## config.mk

```make
export PLATFORM = sky130hd
export DESIGN_NAME = mont_stream_loader
export DESIGN_NICKNAME = d
export VERILOG_FILES = /design/src/rtl/mont_stream_loader.sv
export SDC_FILE = /design/constraint.sdc
export NUM_CORES = 2
export LEC_CHECK = 0
export CAP_MARGIN = 20
export CORE_AREA = 5 5 611 613
export DETAILED_ROUTE_END_ITERATION = 10
export DIE_AREA = 0 0 616 618
export PLACE_DENSITY = 0.38
export SETUP_SLACK_MARGIN = 0.05
export SYNTH_ARGS = -nofsm -noshare
export SYNTH_HDL_FRONTEND = slang
export SYNTH_SLANG_ARGS = --single-unit
```

## constraint.sdc

```tcl
create_clock -name clk -period 2 [get_ports clk]
set_input_delay 0.4 -clock clk [delete_from_list [all_inputs] [get_ports clk]]
set_output_delay 0.4 -clock clk [all_outputs]
set_load 0.05 [all_outputs]
```

## src/rtl/mont_stream_loader.sv

```systemverilog
// Feed/drain stage for the montgomery core: gathers A, B and M from a 32-bit
// stream, launches the core, then streams the 381-bit result back out.
module mont_stream_loader #(
  parameter int N     = 381,
  parameter int DW    = 32,
  parameter int WORDS = 12
) (
  input  logic          clk,
  input  logic          resetn,
  input  logic [DW-1:0] s_data,
  input  logic          s_valid,
  output logic          s_ready,
  input  logic          reuse_m,
  output logic [DW-1:0] m_data,
  output logic          m_valid,
  input  logic          m_ready,
  output logic          mont_start,
  output logic [N-1:0]  mont_a,
  output logic [N-1:0]  mont_b,
  output logic [N-1:0]  mont_m,
  input  logic [N-1:0]  mont_result,
  input  logic          mont_done,
  output logic          busy
);

  localparam int SW = WORDS * DW;
  localparam int LW = N - (WORDS - 1) * DW;
  localparam logic [3:0] LAST = 4'(WORDS - 1);

  typedef enum logic [2:0] {LOAD_A, LOAD_B, LOAD_M, START, WAIT, DRAIN} state_t;

  state_t        state, state_next;
  logic [3:0]    wcnt;
  logic [SW-1:0] shift;
  logic          in_xfer, out_xfer, last;

  assign in_xfer  = s_valid & s_ready;
  assign out_xfer = m_valid & m_ready;
  assign last     = (wcnt == LAST);
  assign m_data   = shift[DW-1:0];
  assign busy     = (state != LOAD_A) || (wcnt != 4'd0);

  // The top word only carries the bits that exist in the N-bit operand.
  function automatic logic [N-1:0] put_word(input logic [N-1:0] op,
                                            input logic [3:0]   idx,
                                            input logic [DW-1:0] w);
    logic [N-1:0] r;
    r = op;
    for (int k = 0; k < WORDS - 1; k++)
      if (idx == 4'(k)) r[k*DW +: DW] = w;
    if (idx == LAST) r[N-1 -: LW] = w[LW-1:0];
    return r;
  endfunction

  always_comb begin
    state_next = state;
    case (state)
      LOAD_A:  if (in_xfer && last) state_next = LOAD_B;
      LOAD_B:  if (in_xfer && last) state_next = reuse_m ? START : LOAD_M;
      LOAD_M:  if (in_xfer && last) state_next = START;
      START:   state_next = WAIT;
      WAIT:    if (mont_done) state_next = DRAIN;
      DRAIN:   if (out_xfer && last) state_next = LOAD_A;
      default: state_next = LOAD_A;
    endcase
  end

  // Handshake flags are registered copies of the next-state decode, so they
  // never depend combinationally on s_valid or m_ready.
  always_ff @(posedge clk or negedge resetn) begin
    if (!resetn) begin
      state      <= LOAD_A;
      s_ready    <= 1'b0;
      m_valid    <= 1'b0;
      mont_start <= 1'b0;
    end else begin
      state      <= state_next;
      s_ready    <= (state_next == LOAD_A) || (state_next == LOAD_B) ||
                    (state_next == LOAD_M);
      m_valid    <= (state_next == DRAIN);
      mont_start <= (state_next == START);
    end
  end

  always_ff @(posedge clk or negedge resetn) begin
    if (!resetn)
      wcnt <= 4'd0;
    else if (in_xfer || out_xfer)
      wcnt <= last ? 4'd0 : wcnt + 4'd1;
  end

  always_ff @(posedge clk or negedge resetn) begin
    if (!resetn) begin
      mont_a <= '0;
      mont_b <= '0;
      mont_m <= '0;
    end else if (in_xfer) begin
      case (state)
        LOAD_A:  mont_a <= put_word(mont_a, wcnt, s_data);
        LOAD_B:  mont_b <= put_word(mont_b, wcnt, s_data);
        LOAD_M:  mont_m <= put_word(mont_m, wcnt, s_data);
        default: ;
      endcase
    end
  end

  always_ff @(posedge clk or negedge resetn) begin
    if (!resetn)
      shift <= '0;
    else if (state == WAIT && mont_done)
      shift <= SW'(mont_result);
    else if (out_xfer)
      shift <= shift >> DW;
  end

endmodule

```

### Word-level counts from Yosys, hierarchy flattened

Cells that the tools add are included.

| storage, ports and cells | value |
|---|---|
| flip-flop bits (word level) | 1537 |
| logic and storage cells | 124 |

| operators by class | value |
|---|---|
| reduce and logical (&&, ||, !) cells | 49 |
| equality and inequality tests | 20 |
| add/subtract/negate cells | 1 |
| bitwise gates (word level) | 2 |
| muxes and demuxes | 10 |

Operators by type and width:

| cell | count |
|---|---|
| $mux 384 | 2 |
| $reduce_and 3->1 | 36 |
| $pmux 3 s6 | 1 |
| $eq 4x3->1 const B | 4 |
| $eq 4x4->1 const B | 4 |
| $mux 3 | 5 |
| $eq 3x2->1 const B | 4 |
| $eq 3x3->1 const B | 3 |
| $eq 4x2->1 const B | 2 |
| $eq 3x1->1 const B | 2 |
| $logic_not 3->1 | 2 |
| $add 4x1->4 const B | 1 |
| $eq 4x1->1 const B | 1 |
| $logic_not 4->1 | 1 |
| $logic_or 1x1->1 | 4 |
| $mux 4 | 1 |
| $reduce_bool 4->1 | 1 |
| $logic_and 1x1->1 | 3 |
| $reduce_bool 3->1 | 1 |
| $and 1x1->1 | 2 |
| $reduce_bool 2->1 | 1 |
| $mux 1 | 1 |

### Longest topological paths before layout

| logic depth | value |
|---|---|
| depth in word-level cells | 7 |
| gate-level depth with buffers | 8 |

### Worst setup path after synthesis

OpenSTA, ideal clock, no wires.

| path | value |
|---|---|
| path kind | register -> register |
| from | reg s_ready |
| to | reg mont_m[370] |
| stages on the path, launching flop included | 7 |
| library setup time | 0.125 ns |
| path slack | -0.205 ns |
| arrival | 2.080 ns |
| data required time | 1.875 ns |
| cells stage by stage | dfrtp_1 clkbuf_2 nand3_2 nor3_2 buf_2 buf_4 mux2_2 |

| between the ends | value |
|---|---|
| word-level cells in the longest chain between the ends | 2 |

Ends and longest elaborated chain:

| element | RTL line | source |
|---|---|---|
| start: declaration | 12 | `output logic s_ready,` |
| start signal: assignment | 78 | `s_ready <= (state_next == LOAD_A) \|\| (state_next == LOAD_B) \|\|` |
| $and 1x1->1 | 37 | `assign in_xfer = s_valid & s_ready;` |
| $reduce_and 3->1 (no line) | -- |  |
| end signal: assignment | 101 | `LOAD_M: mont_m <= put_word(mont_m, wcnt, s_data);` |
| end: declaration | 20 | `output logic [N-1:0] mont_m,` |

No other way between the ends.
A chain may end at the register's enable or synchronous reset.

### Final worst setup path

| path | value |
|---|---|
| from | reg state[0] |
| to | out busy |

| between the ends | value |
|---|---|
| word-level cells in the longest chain between the ends | 2 |

Ends and longest elaborated chain:

| element | RTL line | source |
|---|---|---|
| start: declaration | 32 | `state_t state, state_next;` |
| start signal: assignment | 77 | `state <= state_next;` |
| $reduce_bool 3->1 | 41 | `assign busy = (state != LOAD_A) \|\| (wcnt != 4'd0);` |
| $logic_or 1x1->1 | 41 |  |
| end: declaration | 23 | `output logic busy` |

No other way between the ends.

==> summary.txt <==
status: complete, but fails checks
failing checks: negative setup slack
DRC: 0
Hold Fails Final Rpt: 0
drt total wl: 335000 um
routed vias/inst: 3.93
number of global-route vias before repair: 46.2k
gpl congestion: 0.814
initial DRC count: 2395
Seq/Total Area, Yosys: 62.9%
die span in y: 618 um
die width: 616 um
filler cell count in the final layout: 38.5k
TritonCTS Buffers: 193
layout cell share with drive strength beyond 1: 48.9%
achievable frequency: 386 MHz
max cap viols: 0
Ys Warns: 0
largest net degree at the start of global routing: 108
I/O Buffers: 1597
Setup crit end kind: output pin
WP data required: 1.60 ns
clk_skew: 0.0760 ns
Worst Tran Pin Value: 0.748 ns
commonest non-fill, non-tap cell in the layout: dfrtp_1
TritonCTS clock tree: yes
CTS Buffer Depth: 4
Pins Over Slew Limit: 0
CTS H-Tree Depth: 4
Ports: 1598
core footprint: 367000 um^2
class of the worst hold path: input pin to flop
startpoint types: flop
remaining antenna violation count after routing: 0
Yosys reg bits: 1534
Slew HR: 50.1%
Clk Tree Root Cell: clkbuf_16
Final Setup Violations: 1293
DR WL/cell: 30.0 um
mapped cell area: 61000 um^2
Avg Synthesized Cell Area: 14.2 um^2
minimum clock period: 2.59 ns
power density over cell area: 1600 nW/um^2
net count after synthesis: 4712
final core utilization: 25.3%
RSZ-0062 raised after global routing: yes
Total GRT Usage: 16.4%
WHS: 0.115 ns
crit path max fanout: 2
routed vias: 43.9k
num rows: 223
LEAKAGE: 0.0455 uW
Post-Synthesis Cells: 4289
gr ovfl total: 0
CTS Sinks: 1534
maximum vdd drop: 0.800 mV
post-route setup slack: -0.591 ns
DRT Pass-1 Iters: 5
area grow syn2layout: 52.4%
first-pass GRT wire length: 432000 um
Final Power: 149000 uW
die area: 381000 um^2
clock slew at reported path FFs: 0.07 ns
Post-DP Area: 84100 um^2
DP HPWL: 243000 um
initial core utilization: 16.6%
post-route cell area: 92900 um^2
count of cell types in the netlist: 42
Nets: 6593
most frequent cells in the layout: dfrtp_1 (1532), buf_4 (1110), mux2_2 (955)
crit path DAT: 2.19 ns
clk_lat worst skew: 0.90 ns
initial antenna violation count: 115
crit path kind: flop to output pin
Final Cycle Share: 130%
[worst paths after layout]
kind / from / endpoint / slack, ns / cells after the start
worst max-delay path: state[0] / busy / -0.59 / 3
max in group asynchronous: resetn / mont_a[239] / 0.77 / 4
worst max register to register: state[1] / mont_m[330] / -0.32 / 8
min in group asynchronous: resetn / shift[207] / 0.13 / 2
worst min-delay path: s_data[8] / mont_m[360] / 0.11 / 3
worst min register to register: mont_b[3] / mont_b[3] / 0.49 / 1
[worst max-delay path: stages (launching register included)]
cell and delay [ns]:
dfrtp_1 0.39, or3_4 0.41, or3_4 0.39, buf_12 0.16
[cell type report]
class | count | area, um^2 | share of cell area, %
clock inverter | 49 | 627 | 0.675
multi-input combinational | 2378 | 21500 | 23.1
inverter | 2 | 7.51 | 0.00808
antenna | 36 | 90.1 | 0.0969
tap | 4837 | 6050 | 6.51
timing repair buffer | 2061 | 20500 | 22.0
sequential | 1534 | 38400 | 41.3
clock buffer | 293 | 5820 | 6.26
[sequential cells by signal (all words and copies together), names as in the netlist]
register    count
mont_a        381
mont_b        381
s_ready         1
m_valid         1
mont_start      1
wcnt            4
state           3
shift         381
mont_m        381
[where the power goes]
| group | total [uW] | switching (uW) | internal, uW | leakage, uW |
|---|---|---|---|---|
| Combinational | 63500 | 42200 | 21300 | 0.0220 |
| Clock | 35900 | 14700 | 21100 | 0.00316 |
| Sequential | 49300 | 7930 | 41300 | 0.0203 |
| Total | 149000 | 64900 | 83700 | 0.0455 |
[through the flow]
stage,TNS [ns],std cells,setup slack (ns)
4_1_cts,-153.59,11100,-0.789
6_report,-139.72,11200,-0.591
3_5_place_dp,-576.78,10700,-0.662
2_1_floorplan,0,4289,0.0265
3_3_place_gp,-579.81,10700,-0.663
5_1_grt,-233.08,11200,-0.707
[layer usage]
| layer | track usage, % | share of wire, % | wire length, um |
|---|---|---|---|
| met5 | 0 | 0.051 | 172 |
| met2 | 28.0 | 49 | 163000 |
| met1 | 20.3 | 42 | 139000 |
| met3 | 4.58 | 6.8 | 22700 |
| met4 | 4.45 | 3.1 | 10300 |
[cell usage after synthesis]
| cell type | number | share of area, % |
|---|---|---|
| and3_1 | 2 | 0.021 |
| buf_6 | 23 | 0.42 |
| nor2_1 | 4 | 0.025 |
| nor3b_2 | 1 | 0.021 |
| a21o_1 | 1 | 0.012 |
| or3_1 | 2 | 0.021 |
| buf_2 | 83 | 0.68 |
| nand3_2 | 3 | 0.049 |
| a22o_1 | 2 | 0.029 |
| a21oi_1 | 1 | 0.0082 |
| clkbuf_2 | 1 | 0.0082 |
| ha_1 | 4 | 0.082 |
| o21ai_0 | 386 | 3.2 |
| clkbuf_1 | 186 | 1.1 |
| nand2_1 | 417 | 2.6 |
| buf_4 | 76 | 0.94 |
| buf_1 | 6 | 0.037 |
| and4b_1 | 1 | 0.016 |
| a2111oi_0 | 1 | 0.014 |
| and3b_1 | 1 | 0.014 |
| nor4bb_1 | 1 | 0.016 |
| nor3_2 | 10 | 0.16 |
| nor3_1 | 2 | 0.016 |
| or4_1 | 1 | 0.012 |
| mux2_1 | 61 | 1.1 |
| nor3b_1 | 1 | 0.012 |
| nor3_4 | 14 | 0.37 |
| dfrtp_1 | 1534 | 63 |
| o31ai_1 | 1 | 0.012 |
| nand3_1 | 14 | 0.11 |
| inv_1 | 2 | 0.012 |
| o211ai_1 | 1 | 0.012 |
| nand2b_1 | 5 | 0.051 |
| a21boi_0 | 1 | 0.012 |
| nand3b_1 | 2 | 0.025 |
| nor2b_1 | 1 | 0.010 |
| nand3b_2 | 1 | 0.018 |
| o21a_1 | 1 | 0.012 |
| or3b_1 | 2 | 0.029 |
| or4b_2 | 1 | 0.016 |
| mux2i_1 | 349 | 5.7 |
| mux2_2 | 1083 | 20 |
[cell families after synthesis]
kind of cell             after synthesis  synth area share [%]
flip-flops                          1534                  62.9
buffers and inverters                377                  3.24
multiplexers                        1493                  26.9
adder cells (fa/ha/maj)                4                0.0821
AO/OA/AOI/OAI                        395                  3.28
AND/OR/NAND/NOR                      486                  3.59
[repair_timing]
item,4_1_cts,5_1_grt
hold endpoints to repair,799,0
gates cloned,1,31
setup buffers,17,34
setup endpoints to repair,2163,1727
hold buffers,37,0
resized for setup,3029,207
pin swaps,10,20
Note: power is estimated with default switching activity, not from simulation.
